--- src/rtl/btn_pkg.sv ---
// Shared definitions for the push-button conditioning block.
//   state_e   : per-channel press/repeat FSM state encoding
//   cnt_width : width of a counter that must reach the largest of three cycle limits
package btn_pkg;

    typedef enum logic [1:0] {
        IDLE     = 2'd0,
        HOLD     = 2'd1,
        REPEAT   = 2'd2,
        WAIT_REL = 2'd3
    } state_e;

    // Wide enough to hold max(a, b, c) without wrapping.
    function automatic int cnt_width(input int a, input int b, input int c);
        int m;
        m = a;
        if (b > m) m = b;
        if (c > m) m = c;
        return $clog2(m + 1);
    endfunction

endpackage

--- src/rtl/btn_channel.sv ---
// One push-button channel: 2-flop synchronizer, counter debouncer and
// press / hold-to-repeat pulse FSM.
// Ports:
//   clk        system clock, rising edge
//   rst        synchronous active-high reset
//   btn_raw    asynchronous raw button level, 1 = pressed
//   btn_level  debounced level, 1 = pressed
//   btn_pulse  one-cycle pulse per press and per repeat tick
module btn_channel
    import btn_pkg::*;
#(
    parameter int DEBOUNCE_CYCLES = 1_000_000,
    parameter int REPEAT_EN       = 1,
    parameter int REPEAT_DELAY    = 50_000_000,
    parameter int REPEAT_PERIOD   = 10_000_000
) (
    input  logic clk,
    input  logic rst,
    input  logic btn_raw,
    output logic btn_level,
    output logic btn_pulse
);

    localparam int CNT_W = cnt_width(DEBOUNCE_CYCLES, REPEAT_DELAY, REPEAT_PERIOD);

    localparam logic [CNT_W-1:0] DB_LAST     = CNT_W'(DEBOUNCE_CYCLES - 1);
    localparam logic [CNT_W-1:0] DELAY_LAST  = CNT_W'(REPEAT_DELAY - 1);
    localparam logic [CNT_W-1:0] PERIOD_LAST = CNT_W'(REPEAT_PERIOD - 1);

    logic             sync1_q,   sync1_d;
    logic             sync2_q,   sync2_d;
    logic [CNT_W-1:0] db_cnt_q,  db_cnt_d;
    logic             level_q,   level_d;
    logic             pulse_q,   pulse_d;
    state_e           state_q,   state_d;
    logic [CNT_W-1:0] rpt_cnt_q, rpt_cnt_d;
    logic             rise;

    always_comb begin
        // NOTE: every signal gets a default before any branch, so no path
        // leaves one unassigned and no latch is inferred.
        sync1_d   = btn_raw;
        sync2_d   = sync1_q;
        db_cnt_d  = db_cnt_q;
        level_d   = level_q;
        pulse_d   = 1'b0;
        state_d   = state_q;
        rpt_cnt_d = rpt_cnt_q;

        // Debounce: count consecutive cycles the synchronized input disagrees
        // with the current level; any agreement restarts the count.
        if (sync2_q == level_q) begin
            db_cnt_d = '0;
        end else if (db_cnt_q >= DB_LAST) begin
            level_d  = ~level_q;
            db_cnt_d = '0;
        end else begin
            db_cnt_d = db_cnt_q + 1'b1;
        end

        // The FSM reacts to the level being registered this edge, so the press
        // pulse lands in exactly the same cycle the debounced level rises.
        rise = level_d & ~level_q;

        // Repeat timers count from the pulse cycle; the !pulse_q guard keeps
        // a limit of 1 from producing back-to-back pulses.
        case (state_q)
            IDLE: begin
                if (rise) begin
                    pulse_d   = 1'b1;
                    rpt_cnt_d = '0;
                    state_d   = (REPEAT_EN != 0) ? HOLD : WAIT_REL;
                end
            end
            HOLD: begin
                if (!level_d) begin
                    state_d = IDLE;
                end else if (rpt_cnt_q >= DELAY_LAST && !pulse_q) begin
                    pulse_d   = 1'b1;
                    rpt_cnt_d = '0;
                    state_d   = REPEAT;
                end else if (rpt_cnt_q < DELAY_LAST) begin
                    rpt_cnt_d = rpt_cnt_q + 1'b1;
                end
            end
            REPEAT: begin
                if (!level_d) begin
                    state_d = IDLE;
                end else if (rpt_cnt_q >= PERIOD_LAST && !pulse_q) begin
                    pulse_d   = 1'b1;
                    rpt_cnt_d = '0;
                end else if (rpt_cnt_q < PERIOD_LAST) begin
                    rpt_cnt_d = rpt_cnt_q + 1'b1;
                end
            end
            WAIT_REL: begin
                if (!level_d) state_d = IDLE;
            end
            default: state_d = IDLE;
        endcase
    end

    // NOTE: state is updated with non-blocking assignments only, so every
    // flop samples the values from before this edge.
    always_ff @(posedge clk) begin
        if (rst) begin
            sync1_q   <= 1'b0;
            sync2_q   <= 1'b0;
            db_cnt_q  <= '0;
            level_q   <= 1'b0;
            pulse_q   <= 1'b0;
            state_q   <= IDLE;
            rpt_cnt_q <= '0;
        end else begin
            sync1_q   <= sync1_d;
            sync2_q   <= sync2_d;
            db_cnt_q  <= db_cnt_d;
            level_q   <= level_d;
            pulse_q   <= pulse_d;
            state_q   <= state_d;
            rpt_cnt_q <= rpt_cnt_d;
        end
    end

    assign btn_level = level_q;
    assign btn_pulse = pulse_q;

endmodule

--- src/rtl/btn_debounce_pulse.sv ---
// N_BTN independent push-button channels producing debounced levels and
// clean one-cycle event pulses (press and optional hold-to-repeat).
// Ports:
//   clk        system clock, rising edge
//   rst        synchronous active-high reset
//   btn_raw    [N_BTN] asynchronous raw button levels, 1 = pressed
//   btn_level  [N_BTN] debounced button levels
//   btn_pulse  [N_BTN] one-cycle pulse per press event / repeat tick
module btn_debounce_pulse
    import btn_pkg::*;
#(
    parameter int N_BTN           = 4,
    parameter int DEBOUNCE_CYCLES = 1_000_000,
    parameter int REPEAT_EN       = 1,
    parameter int REPEAT_DELAY    = 50_000_000,
    parameter int REPEAT_PERIOD   = 10_000_000
) (
    input  logic             clk,
    input  logic             rst,
    input  logic [N_BTN-1:0] btn_raw,
    output logic [N_BTN-1:0] btn_level,
    output logic [N_BTN-1:0] btn_pulse
);

    for (genvar i = 0; i < N_BTN; i++) begin : g_ch
        btn_channel #(
            .DEBOUNCE_CYCLES (DEBOUNCE_CYCLES),
            .REPEAT_EN       (REPEAT_EN),
            .REPEAT_DELAY    (REPEAT_DELAY),
            .REPEAT_PERIOD   (REPEAT_PERIOD)
        ) u_ch (
            .clk       (clk),
            .rst       (rst),
            .btn_raw   (btn_raw[i]),
            .btn_level (btn_level[i]),
            .btn_pulse (btn_pulse[i])
        );
    end

endmodule

--- config.mk ---
export PLATFORM = sky130hd
export DESIGN_NAME = btn_debounce_pulse
export DESIGN_NICKNAME = d
export VERILOG_FILES = /design/src/rtl/btn_pkg.sv /design/src/rtl/btn_channel.sv /design/src/rtl/btn_debounce_pulse.sv
export SDC_FILE = /design/constraint.sdc
export NUM_CORES = 1
export LEC_CHECK = 0
export CAP_MARGIN = 20
export CORE_UTILIZATION = 40
export CTS_CLUSTER_DIAMETER = 80
export DETAILED_ROUTE_END_ITERATION = 8
export SYNTH_ARGS = -nofsm -noshare
export SYNTH_HDL_FRONTEND = slang
export SYNTH_SLANG_ARGS = --single-unit
--- constraint.sdc ---
create_clock -name clk -period 6.66 [get_ports clk]
set_input_delay 0.999 -clock clk [delete_from_list [all_inputs] [get_ports clk]]
set_output_delay 0.999 -clock clk [all_outputs]
set_load 0.005 [all_outputs]
### Word level (Yosys, flattened, before mapping)

Cells that the tools add are included.

| word-level totals | value |
|---|---|
| flip-flop bits (word level) | 232 |
| bits in latches | 0 |
| RAM bits | 0 |
| bits in read-only memories | 0 |
| input port bits | 6 |
| output and inout port bits | 8 |
| logic and storage cells | 228 |
| memories | 0 |

| cells by class | value |
|---|---|
| add/subtract/negate cells | 8 |
| multipliers | 0 |
| div/mod/pow operators | 0 |
| $lt $le $gt $ge | 20 |
| equality and inequality tests | 44 |
| shifts and indexed selects | 0 |
| multiplexer cells | 84 |
| bitwise operators | 8 |
| reductions and logical operators | 36 |

Operator list:

| kind | count |
|---|---|
| $mux 26 | 28 |
| $pmux 26 s3 | 4 |
| $add 26x1->26 const B | 8 |
| $ge 26x20->1 const B | 4 |
| $ge 26x24->1 const B | 4 |
| $ge 26x26->1 const B | 4 |
| $lt 26x24->1 const B | 4 |
| $lt 26x26->1 const B | 4 |
| $mux 2 | 16 |
| $mux 1 | 28 |
| $ne 2x1->1 const B | 12 |
| $ne 3x1->1 const B | 8 |
| $pmux 2 s3 | 4 |
| $reduce_and 6->1 | 4 |
| $eq 2x2->1 const B | 8 |
| $ne 3x3->1 const B | 4 |
| $pmux 1 s3 | 4 |
| $reduce_and 3->1 | 4 |
| $reduce_bool 3->1 | 4 |
| $reduce_or 3->1 | 4 |
| $eq 2x1->1 const B | 4 |
| $logic_and 1x1->1 | 8 |
| $logic_not 2->1 | 4 |
| $ne 2x2->1 const B | 4 |
| other kinds (5) | 20 |

### Depth between registers and ports, before layout

Gate-level depths: netlist of the first run.

| depth | value |
|---|---|
| depth in word-level cells | 6 |
| depth in mapped cells | 11 |
| mapped depth without buffers | 9 |

### Modules after synthesis

Synthesis of the first run repeated with hierarchy kept, for this count alone.

| second synthesis, totals | value |
|---|---|
| cell total of the unflattened synthesis | 1476 |
| area total of the unflattened synthesis | 12344.3 sq um |

Modules (own cells, without submodules):

| module | instances | cells each | area each (sq um) | sequential area each (sq um) |
|---|---|---|---|---|
| btn_channel at g_ch[0].u_ch ... | 3 | 370 | 3110.5 | 1161.1 |
| btn_channel at g_ch[3].u_ch | 1 | 366 | 3012.9 | 1161.1 |

### Worst setup path before layout of the first run

Ideal clock, no wire load.

| timing | value |
|---|---|
| kind | register to register |
| from | register g_ch[3].u_ch.db_cnt_q[0] |
| to | register g_ch[3].u_ch.rpt_cnt_q[9] |
| library setup time | 0.128 ns |
| data arrival time | 2.830 ns |
| required time | 6.532 ns |
| setup slack | 3.703 ns |
| stages on the path, launching flop included | 12 |
| path buffers | 2 |
| period minus slack after synthesis | 2.957 ns |
| cells stage by stage | dfxtp_1 ha_1 and4_1 buf_6 a2111oi_2 or4_4 a221o_1 a2111o_1 buf_2 a21o_1 a22oi_1 nor2_1 |

| on the way | value |
|---|---|
| word-level cells in the longest chain between the ends | 6 |
| elaborated cells between the ends (all ways) | 8 |
| classes of those cells | order compare: 1; eq/ne: 3; mux: 2; bitwise: 1; reduce/logical: 1 |

RTL lines:

| item | RTL line | RTL |
|---|---|---|
| start, declared | btn_channel.sv:32 | `logic [CNT_W-1:0] db_cnt_q, db_cnt_d;` |
| start signal, assigned | btn_channel.sv:117 | `db_cnt_q <= db_cnt_d;` |
| $ge 26x20->1 (*) | btn_channel.sv:54 | `end else if (db_cnt_q >= DB_LAST) begin` |
| $mux 1 (*) | btn_channel.sv:54 |  |
| $mux 1 (*) | btn_channel.sv:52 | `if (sync2_q == level_q) begin` |
| $and 1x1->1 | btn_channel.sv:63 | `rise = level_d & ~level_q;` |
| $ne 2x1->1 (no source line) | - |  |
| $reduce_and 6->1 (no source line) (*) | - |  |
| end signal, assigned | btn_channel.sv:121 | `rpt_cnt_q <= rpt_cnt_d;` |
| end, declared | btn_channel.sv:36 | `logic [CNT_W-1:0] rpt_cnt_q, rpt_cnt_d;` |

Mark *: on every way between the ends. The rest lies on a longest branch, timed or not.
A chain may end at the register's enable or synchronous reset.

### Worst setup path in the final report of the first run

| timing | value |
|---|---|
| from | register g_ch[3].u_ch.db_cnt_q[0] |
| to | register g_ch[3].u_ch.rpt_cnt_q[24] |

Same word-level chain as after synthesis.

==> results of run 1 <==
[synth_stat cells (10+ instances only)]
master	count	share of area [%]
nor3b_1	10	0.63
or4_1	14	0.88
a211oi_1	14	0.88
nor2b_1	26	1.4
ha_1	28	2.9
and3_1	37	1.9
nand2_1	114	3.6
a31oi_1	17	0.89
clkbuf_1	54	1.7
a21o_1	11	0.69
o21ai_0	89	3.7
xnor2_1	20	1.5
nor4_1	17	0.89
and2_1	19	0.99
nand3b_1	22	1.4
a21oi_1	77	3.2
a32o_1	21	1.8
inv_1	32	1.0
mux2i_1	12	1.0
and4_1	12	0.88
nor3_1	40	1.7
nand3_1	87	3.6
xor2_1	46	3.4
nand4_1	26	1.4
dfxtp_1	232	39
or3_1	17	0.89
nor2_1	204	6.4
[worst max path at each step]
stage / startpoint / depth (start not counted) / slack (ps) / to
floorplan: g_ch[3].u_ch.db_cnt_q[0] / 11 / 3700 / g_ch[3].u_ch.rpt_cnt_q[9]
CTS: g_ch[3].u_ch.db_cnt_q[0] / 9 / 3230 / g_ch[3].u_ch.rpt_cnt_q[24]
detailed placement: g_ch[3].u_ch.db_cnt_q[0] / 9 / 3260 / g_ch[3].u_ch.rpt_cnt_q[22]
global placement: g_ch[0].u_ch.rpt_cnt_q[0] / 9 / 2980 / g_ch[0].u_ch.rpt_cnt_q[5]
finish: g_ch[3].u_ch.db_cnt_q[0] / 9 / 3250 / g_ch[3].u_ch.rpt_cnt_q[24]
global route: g_ch[3].u_ch.db_cnt_q[0] / 9 / 3000 / g_ch[3].u_ch.rpt_cnt_q[24]
[metrics by stage]
step	cells	setup WS, ps	power [W]	util, %
floorplan	1489	3700	0.00182	-
global placement	1823	2980	0.00192	42.6
detailed placement	1825	3260	0.00193	42.6
CTS	1876	3230	0.00352	45.9
global route	1876	3000	0.00364	45.9
finish	1876	3250	0.00347	45.9
[cell type report]
cell class / count / area [µm²] / share of cell area, %
clock buffers: 42 / 835 / 6.25
clock inverters: 9 / 129 / 0.965
multi-input cells: 1151 / 6930 / 51.9
repair buffers: 25 / 218 / 1.63
flip-flops and latches: 232 / 4640 / 34.8
well taps: 384 / 480 / 3.60
inverters: 33 / 124 / 0.927
[kinds of logic (layout without fill, tap and decap cells)]
logic type	count (synthesis)	in the layout	share of synthesized area [%]
AO/OA/AOI/OAI	334	334	18.9
XOR/XNOR	66	66	4.83
adder cells (fa/ha/maj)	28	28	2.93
buffers and inverters	106	109	4.09
flip-flops	232	232	38.8
multiplexers	12	12	1.00
other	1	24	0.0313
AND/OR/NAND/NOR	687	687	29.4
[routing by layer]
metal  up-vias  global-route usage (%)  part of all wire [%]
li1       5309                       -                     -
met1      4855                    23.4                    51
met2       145                    27.2                    44
met3        36                    2.35                   3.3
met4         0                    4.09                   2.0
met5         -                       0                     0
[power by group through the flow]
stage                     Sequential (W)  Combinational, W  Clock (W)
final                            0.00143          0.000473    0.00156
after global routing             0.00143          0.000534    0.00167
after CTS                        0.00143          0.000474    0.00162
after detailed placement         0.00146          0.000471          0
after global placement           0.00146          0.000462          0
after floorplan                  0.00146          0.000361          0
[flip-flops by register name (all words and copies together) (netlist names)]
name and flops:
g_ch.u_ch.btn_level 4, g_ch.u_ch.state_q 8, g_ch.u_ch.sync1_q 4, g_ch.u_ch.db_cnt_q 104, g_ch.u_ch.sync2_q 4, g_ch.u_ch.rpt_cnt_q 104, g_ch.u_ch.btn_pulse 4
==> results.py, run 1 <==
metrics = {
    "drt": {
        "drtIter0Drc": 664,
        "routed_wl_mm": 25.7,
        "drc": 0,
        "detail-route-antenna-nets": 0,
        "wl_per_cell_um": 13.7,
        "vias": 10300,
        "viasPerCell": 5.51,
        "dr.pass1.iters": 6,
    },
    "die": {
        "ioPinCount": 14,
        "die_h_um": 175,
        "fp.dieW_um": 175,
        "fp.coreArea_um2": 29100,
        "fp-row-count": 62,
        "dieArea_um2": 30600,
        "start_util_pct": 41.1,
    },
    "clock_network": {
        "cts_tree": "built",
        "cts.sinks": 232,
        "clk_latency_ps": 530,
        "numCtsBuffers": 28,
        "root_buffer": "clkbuf_16",
        "cts_setup_buffers": 0,
        "clk_path_buf_depth": 3,
        "cts_max_level": 1,
        "cts-hold-fix-buffers": 0,
        "cts.reportedPaths.clkPinSlew_ps": 60,
        "ctsResizeCount": 0,
    },
    "synthesis": {
        "async_flop_share_pct": 0,
        "synth_edf_count": 0,
        "avgSynthCellArea_um2": 8.16,
        "syn_inst": 1466,
        "yosysSeqAreaShare_pct": 38.8,
        "ys_ff_latch": 232,
        "ys_warn_count": 0,
        "syn-cell-area_um2": 12000,
        "synth_flop_cell": "dfxtp_1",
        "synth_cell_types": 85,
    },
    "power_and_ir_drop": {
        "switching_share_pct": 26.3,
        "p_switching_w": 0.000911,
        "power.share.clock_pct": 45.1,
        "p_comb_share_pct": 13.6,
        "vdd_drop_max_mv": 0.169,
        "power.density_nw_per_um2": 259,
        "power.internal_w": 0.00256,
        "leakage_nw": 4.52,
        "pwr-share-seq_pct": 41.2,
    },
    "setup_path": {
        "r2r_slack_ps": 3250,
        "crit_path_start_kind": "register",
        "r2r-start": "g_ch[3].u_ch.db_cnt_q[0]",
        "r2r-end": "g_ch[3].u_ch.rpt_cnt_q[24]",
        "crit_chain": "ha_1 > and4_1 > a2111oi_2 > or4_4 > a221o_1 > a2111oi_4 > nand2_2 > or3_1 > a21oi_1",
        "slowest_delay_ps": 690,
        "critical_path.slowest_cell": "a2111oi_4",
        "worstPathRequired_ps": 7120,
        "crit_fanout": 8,
        "worstSetupEndpointType": "register",
        "rr_worst_depth": 9,
        "worstPathBufferInverterCount": 0,
        "cp_data_arrival_time_ps": 3870,
        "path_delay_family": "simple AND/OR/NAND/NOR gates",
        "critical_path_class": "register to register",
    },
    "timing": {
        "fmax_ghz": 0.293,
        "fin_skew_ps": 6.52,
        "rsz0062_at_grt": "false",
        "setup_violations": 0,
        "drv_slew": 0,
        "tns_ps": 0,
        "fin_crit_ps": 3410,
        "max_slew.worst_pin.slew_ps": 829,
        "holdWs_ps": 435,
        "post-route-period-util_pct": 51.3,
        "slew_headroom_pct": 44.5,
        "hold_viol_final": 0,
    },
    "finish": {
        "final_net_count": 1505,
        "fillers": 2837,
        "area_delta_synth_final_pct": 11.7,
        "layout_common_cells": "dfxtp_1, nor2_1, nand2_1",
        "stdcell_area_um2": 13400,
        "mostFrequentLayoutCell": "dfxtp_1",
        "final_layout_size_suffix_gt1_share_pct": 6.10,
        "antenna_cells": 0,
    },
    "grt": {
        "grt_pass1_vias": 9404,
        "grt_overflow": 0,
        "grt_pass1_wl_mm": 44.7,
        "grt_usage_pct": 16.8,
        "grt_start_max_net_pins": 75,
        "antenna_found_initial": 0,
    },
    "hold_path": {
        "whs_path_depth": 1,
        "min_path_type": "register to register",
        "hp-start": "g_ch[2].u_ch.sync1_q",
        "hold_end": "g_ch[2].u_ch.sync2_q",
    },
    "placement": {
        "dpl.hpwl_mm": 16.5,
        "place.gp.congestion": 0.801,
        "place_area_um2": 12400,
        "port_buffers": 13,
    },
    "flow_run": {
        "drv_cap": 0,
    },
    "status": {
        "status": "finished, final reports clean",
    },
}
(Power assumes the default switching activity.)
==> run 2: changes to the inputs <==
==> constraint.sdc (replaced) <==
create_clock -name clk -period 3.4 [get_ports clk]
set_input_delay 0.51 -clock clk [delete_from_list [all_inputs] [get_ports clk]]
set_output_delay 0.51 -clock clk [all_outputs]
set_load 0.005 [all_outputs]
==> run 2 against run 1 <==
Compared with the run above:
- combinational power up 110%
- global-route usage grew 0.29 points
- fmax rose by 7.9%
- sequential share of layout area decreased by 0.67 points
- setup slack worse by 3000 ps
- sequential cell count is the same
- non-clock buffer count grew 14
- sequential power is 96% higher
- wire length increased by 2.5%
- largest cell class unchanged
- highest routed layer unchanged
==> results.py, run 2 (synthesis gave the netlist of run 1 again) <==
metrics = {
    "status": {
        "status": "finished, final reports clean",
    },
    "die": {
        "fp.dieW_um": 175,
        "ioPinCount": 14,
        "fp.coreArea_um2": 29100,
        "fp-row-count": 62,
        "start_util_pct": 41.1,
        "die_h_um": 175,
        "dieArea_um2": 30600,
    },
    "finish": {
        "layout_common_cells": "dfxtp_1, nor2_1, nand2_1",
        "mostFrequentLayoutCell": "dfxtp_1",
        "top_regs": "g_ch.u_ch.db_cnt_q (104), g_ch.u_ch.rpt_cnt_q (104), g_ch.u_ch.state_q (8)",
        "antenna_cells": 0,
        "area_delta_synth_final_pct": 13.9,
        "fillers": 2805,
        "multi_input_area_um2": 6940,
        "final_net_count": 1519,
        "stdcell_area_um2": 13600,
        "final_layout_size_suffix_gt1_share_pct": 7.30,
        "regArea_um2": 4640,
    },
    "placement": {
        "place_area_um2": 12500,
        "place.gp.congestion": 0.804,
        "port_buffers": 13,
        "dpl.hpwl_mm": 17.3,
    },
    "timing": {
        "fmax_ghz": 0.316,
        "hold_viol_final": 0,
        "rsz0062_at_grt": "false",
        "post-route-period-util_pct": 93.1,
        "holdWs_ps": 319,
        "fin_skew_ps": 11.0,
        "fin_crit_ps": 3160,
        "setup_violations": 0,
        "max_slew.worst_pin.slew_ps": 824,
        "slew_headroom_pct": 44.9,
        "tns_ps": 0,
        "drv_slew": 0,
    },
    "power_and_ir_drop": {
        "p_total_w": 0.00726,
        "power.density_nw_per_um2": 533,
        "leakage_nw": 4.67,
        "vdd_drop_max_mv": 0.465,
    },
    "clock_network": {
        "cts_max_level": 1,
        "clk_latency_ps": 540,
        "cts.sinks": 232,
        "root_buffer": "clkbuf_16",
        "cts_tree": "built",
        "clk_path_buf_depth": 3,
        "numCtsBuffers": 28,
        "cts.reportedPaths.clkPinSlew_ps": 60,
    },
    "grt": {
        "grt_usage_pct": 17.1,
        "grt_start_max_net_pins": 68,
        "grt_pass1_vias": 9683,
        "antenna_found_initial": 0,
        "grt_pass1_wl_mm": 45.3,
        "grt_overflow": 0,
    },
    "setup_path": {
        "worstSetupEndpointType": "register",
        "worstPathRequired_ps": 3800,
        "crit_chain": "ha_1 > and4_1 > a2111oi_2 > or4_4 > a221o_1 > a2111o_2 > buf_4 > a21o_1 > a22oi_1 > nor2_1",
        "critical_path.slowest_cell": "a2111o_2",
        "cp_data_arrival_time_ps": 3560,
        "critical_path_class": "register to register",
        "crit_path_start_kind": "register",
        "slowest_delay_ps": 640,
        "crit_fanout": 13,
    },
    "drt": {
        "vias": 10400,
        "detail-route-antenna-nets": 0,
        "routed_wl_mm": 26.3,
        "wl_per_cell_um": 13.9,
        "drc": 0,
        "viasPerCell": 5.52,
        "dr.pass1.iters": 5,
        "drtIter0Drc": 462,
    },
    "hold_path": {
        "min_path_type": "primary input to register",
    },
    "flow_run": {
        "drv_cap": 0,
    },
}
## run 2: path summary, 6_finish.rpt
| path | startpoint | to | slack (ps) | cells past startpoint |
|---|---|---|---|---|
| hold reg to reg | g_ch[0].u_ch.sync1_q | g_ch[0].u_ch.sync2_q | 440 | 1 |
| hold / removal | rst | g_ch[0].u_ch.sync1_q | 320 | 2 |
| setup / recovery | g_ch[3].u_ch.db_cnt_q[0] | g_ch[3].u_ch.rpt_cnt_q[12] | 240 | 10 |
| setup reg to reg | g_ch[3].u_ch.db_cnt_q[0] | g_ch[3].u_ch.rpt_cnt_q[12] | 240 | 10 |
## run 2: per-layer routing
layer	up-vias	track usage [%]	part of all wire [%]
li1	5343	-	-
met1	4933	23.5	50
met5	-	0	0
met3	33	2.59	3.7
met2	126	28.1	45
met4	0	3.77	1.4
## run 2: power breakdown
part | switching [W] | leakage, nW | total [W] | internal [W]
sequential | 0.0000354 | 1.88 | 0.00280 | 0.00276
combinational | 0.000616 | 2.25 | 0.000976 | 0.000360
clock | 0.00117 | 0.538 | 0.00349 | 0.00232
total | 0.00182 | 4.67 | 0.00726 | 0.00544
## run 2: area by class of cell
cell class / count / area share, %
clock buffers: 37 / 5.84
clock inverters: 15 / 2.22
inverters: 33 / 0.909
multi-input cells: 1151 / 51.0
flip-flops and latches: 232 / 34.1
well taps: 384 / 3.53
repair buffers: 39 / 2.46
## run 2: worst max-delay path, delay by kind of cell, from the launching register on
family / cells / cell delay, ps
AOI/OAI and AO/OA: 5 / 1410
adders and majority gates: 1 / 220
buffers and inverters: 1 / 220
DFF: 1 / 370
and+or+nand+nor: 3 / 820
## run 2: repair_timing
item | in CTS | in global routing
setup endpoints to repair | 0 | 30
hold buffers | 0 | 0
buffers inserted | 0 | 2
resized for setup | 0 | 2
## run 2: metrics by stage
| stage | utilization, % | cells | setup WS [ps] |
|---|---|---|---|
| 2_1_floorplan | - | 1489 | 443 |
| 3_3_place_gp | 42.9 | 1837 | 127 |
| 5_1_grt | 46.8 | 1891 | 19.3 |
| 6_report | 46.8 | 1891 | 235 |
| 3_5_place_dp | 42.9 | 1837 | 90.5 |
| 4_1_cts | 46.7 | 1889 | 62.3 |
==> edit: new RTL, flow settings as in run 1 <==
`N_BTN`: 4 -> 3.
--- a/src/rtl/btn_debounce_pulse.sv
+++ b/src/rtl/btn_debounce_pulse.sv
@@ -9,7 +9,7 @@
 module btn_debounce_pulse
     import btn_pkg::*;
 #(
-    parameter int N_BTN           = 4,
+    parameter int N_BTN           = 3,
     parameter int DEBOUNCE_CYCLES = 1_000_000,
     parameter int REPEAT_EN       = 1,
     parameter int REPEAT_DELAY    = 50_000_000,
Ports: changed (resized btn_level, btn_pulse and btn_raw); port bits go from 14 to 11. The function was not compared with the original's and may differ.
==> edit against run 1 <==
  * Critical path depth stayed put
  * Hold slack better by 5.4 ps
  * Sequential cell count is 58 lower
  * Setup slack better by 140 ps
  * Area after synthesis is 25% lower
  * Largest cell class unchanged
  * Cell area is 26% lower
  * Via count is 26% lower
  * Non-clock buffer count is 10 lower
  * Fmax is 4.3% higher
  * Wire length is 25% lower
Power is not compared: it rests on default switching activity, and its combinational part moved more than twofold at a synthesized area within 25%.
==> edit: results <==
set metrics [dict create \
    clk_latency_ps 430 \
    synth-adder-area-share_pct 2.926 \
    routabilityCongestion 0.8179 \
    synth_compound_area_share_pct 20.15 \
    worst_slew_pin_slew_ps 1015 \
    grt_max_degree 71 \
    synthMuxAreaShare_pct 0.5573 \
    outcome "finished clean" \
    arrival_ps 3620 \
    hold_path_startpoint "g_ch[1].u_ch.sync1_q" \
    met3_wirelength_microns 467 \
    wl_microns 19310 \
    track_usage_pct 17.17 \
    synth.top_cells.by_count "dfxtp_1, nor2_1, nand2_1" \
    holdPathStages 1 \
    hold_path_class "reg -> reg" \
    hold_end "g_ch[1].u_ch.sync2_q" \
    timing.rr.end "g_ch[1].u_ch.rpt_cnt_q[18]" \
    dr_wl_met2_microns 8637 \
    cts_made_buffers 17 \
    numPortBuffers 10 \
    dp_slack_ps 3405 \
    synth.distinct_cells 78 \
    async_flop_share_pct 0 \
    yosysSeqAreaShare_pct 38.79 \
    top_regs "g_ch.u_ch.db_cnt_q (78), g_ch.u_ch.rpt_cnt_q (78), g_ch.u_ch.state_q (6)" \
    fillerInstances 2207 \
    clk_pin_slew_worst_paths_ps 70 \
    clock_path_buffers 2 \
    dp_hpwl_microns 12460 \
    setup_viol 0 \
    crit_fanout 25 \
    wl_met1_microns 10000 \
    synthXorXnorAreaFrac_pct 4.779 \
    firstDrtPassIters 4 \
    skew_ps 12.98 \
    first_iter_violations 407 \
    root_buffer "clkbuf_16" \
    hold-worst-slack_ps 440.1 \
    grt_pass1_vias 7175 \
    drive_gt1_share_pct 5.479 \
    grt_pass1_wl_microns 33950 \
    ys.flop_type "dfxtp_1" \
    vias 7689 \
    cts_resized 0 \
    tns_ps 0 \
    fin_nets 1108 \
    r2r_start "g_ch[1].u_ch.rpt_cnt_q[0]" \
    antennaDiodeCount 0 \
    synth_area_leaders "dfxtp_1, nor2_1, o21ai_0" \
    htree_levels 4 \
]
## edit: cell types whose count changed in the layout (fill, tap and decap cells not counted), moves of 13 or more
cell	change
nand2_1	-26
xor2_1	-16
a32o_1	+14
nand3_1	-36
a21oi_1	-18
dfxtp_1	-58
nor2b_1	-13
nand3b_1	-19
nand4_1	-14
o21ai_0	-16
nor2_1	-86
## edit: worst max-delay path by stage
stage,startpoint,to,slack (ps),cells past startpoint
after floorplan,g_ch[1].u_ch.db_cnt_q[0],g_ch[1].u_ch.rpt_cnt_q[2],4060,10
final,g_ch[1].u_ch.rpt_cnt_q[0],g_ch[1].u_ch.rpt_cnt_q[18],3390,9
after detailed placement,g_ch[1].u_ch.rpt_cnt_q[0],g_ch[1].u_ch.rpt_cnt_q[18],3400,9
after global routing,g_ch[2].u_ch.db_cnt_q[0],g_ch[2].u_ch.rpt_cnt_q[11],3070,9
after CTS,g_ch[1].u_ch.rpt_cnt_q[0],g_ch[1].u_ch.rpt_cnt_q[18],3380,9
after global placement,g_ch[1].u_ch.rpt_cnt_q[0],g_ch[1].u_ch.rpt_cnt_q[18],3460,9
## edit: through the flow
stage          util [%]  area (sq um)  instances
2_1_floorplan         -          9044       1099
3_3_place_gp      42.52          9309       1343
3_5_place_dp      42.52          9309       1343
4_1_cts           45.24          9905       1375
5_1_grt           45.24          9905       1375
6_report          45.24          9905       1375
## edit: layer usage
metal / vias up / global-route usage [%]
met5: - / 0
li1: 3965 / -
met1: 3651 / 23.21
met3: 9 / 3.565
met4: 0 / 4.810
met2: 64 / 27.60
## edit: cell type report
type | instances | area (sq um) | area share, %
well taps | 280 | 350.3 | 3.537
clock inverters | 15 | 170.2 | 1.718
multi-input cells | 843 | 5224 | 52.74
flip-flops and latches | 174 | 3483 | 35.17
inverters | 31 | 116.4 | 1.175
repair buffers | 15 | 135.1 | 1.364
clock buffers | 17 | 425.4 | 4.295
## edit: report_power, final
part	total (mW)	switching (mW)	internal, mW
Clock	1.01	0.472	0.537
Sequential	1.06	0.0107	1.05
Combinational	0.227	0.154	0.0733
Total	2.30	0.636	1.66
## edit: critical path, stage by stage (launching register included)
cell and delay [ps]:
dfxtp_1 350, ha_1 240, and4_1 260, a311oi_1 390, o2111ai_1 170, o311ai_0 150, a22o_1 500, nand4_4 370
or4_1 600, a21oi_1 140
## edit: kinds of logic after synthesis
group / count (synthesis)
AOI/OAI and AO/OA: 262
xor gates and xnor gates: 49
adders and majority gates: 21
buffers and inverters: 82
DFF: 174
muxes: 5
other: 1
and+or+nand+nor: 488
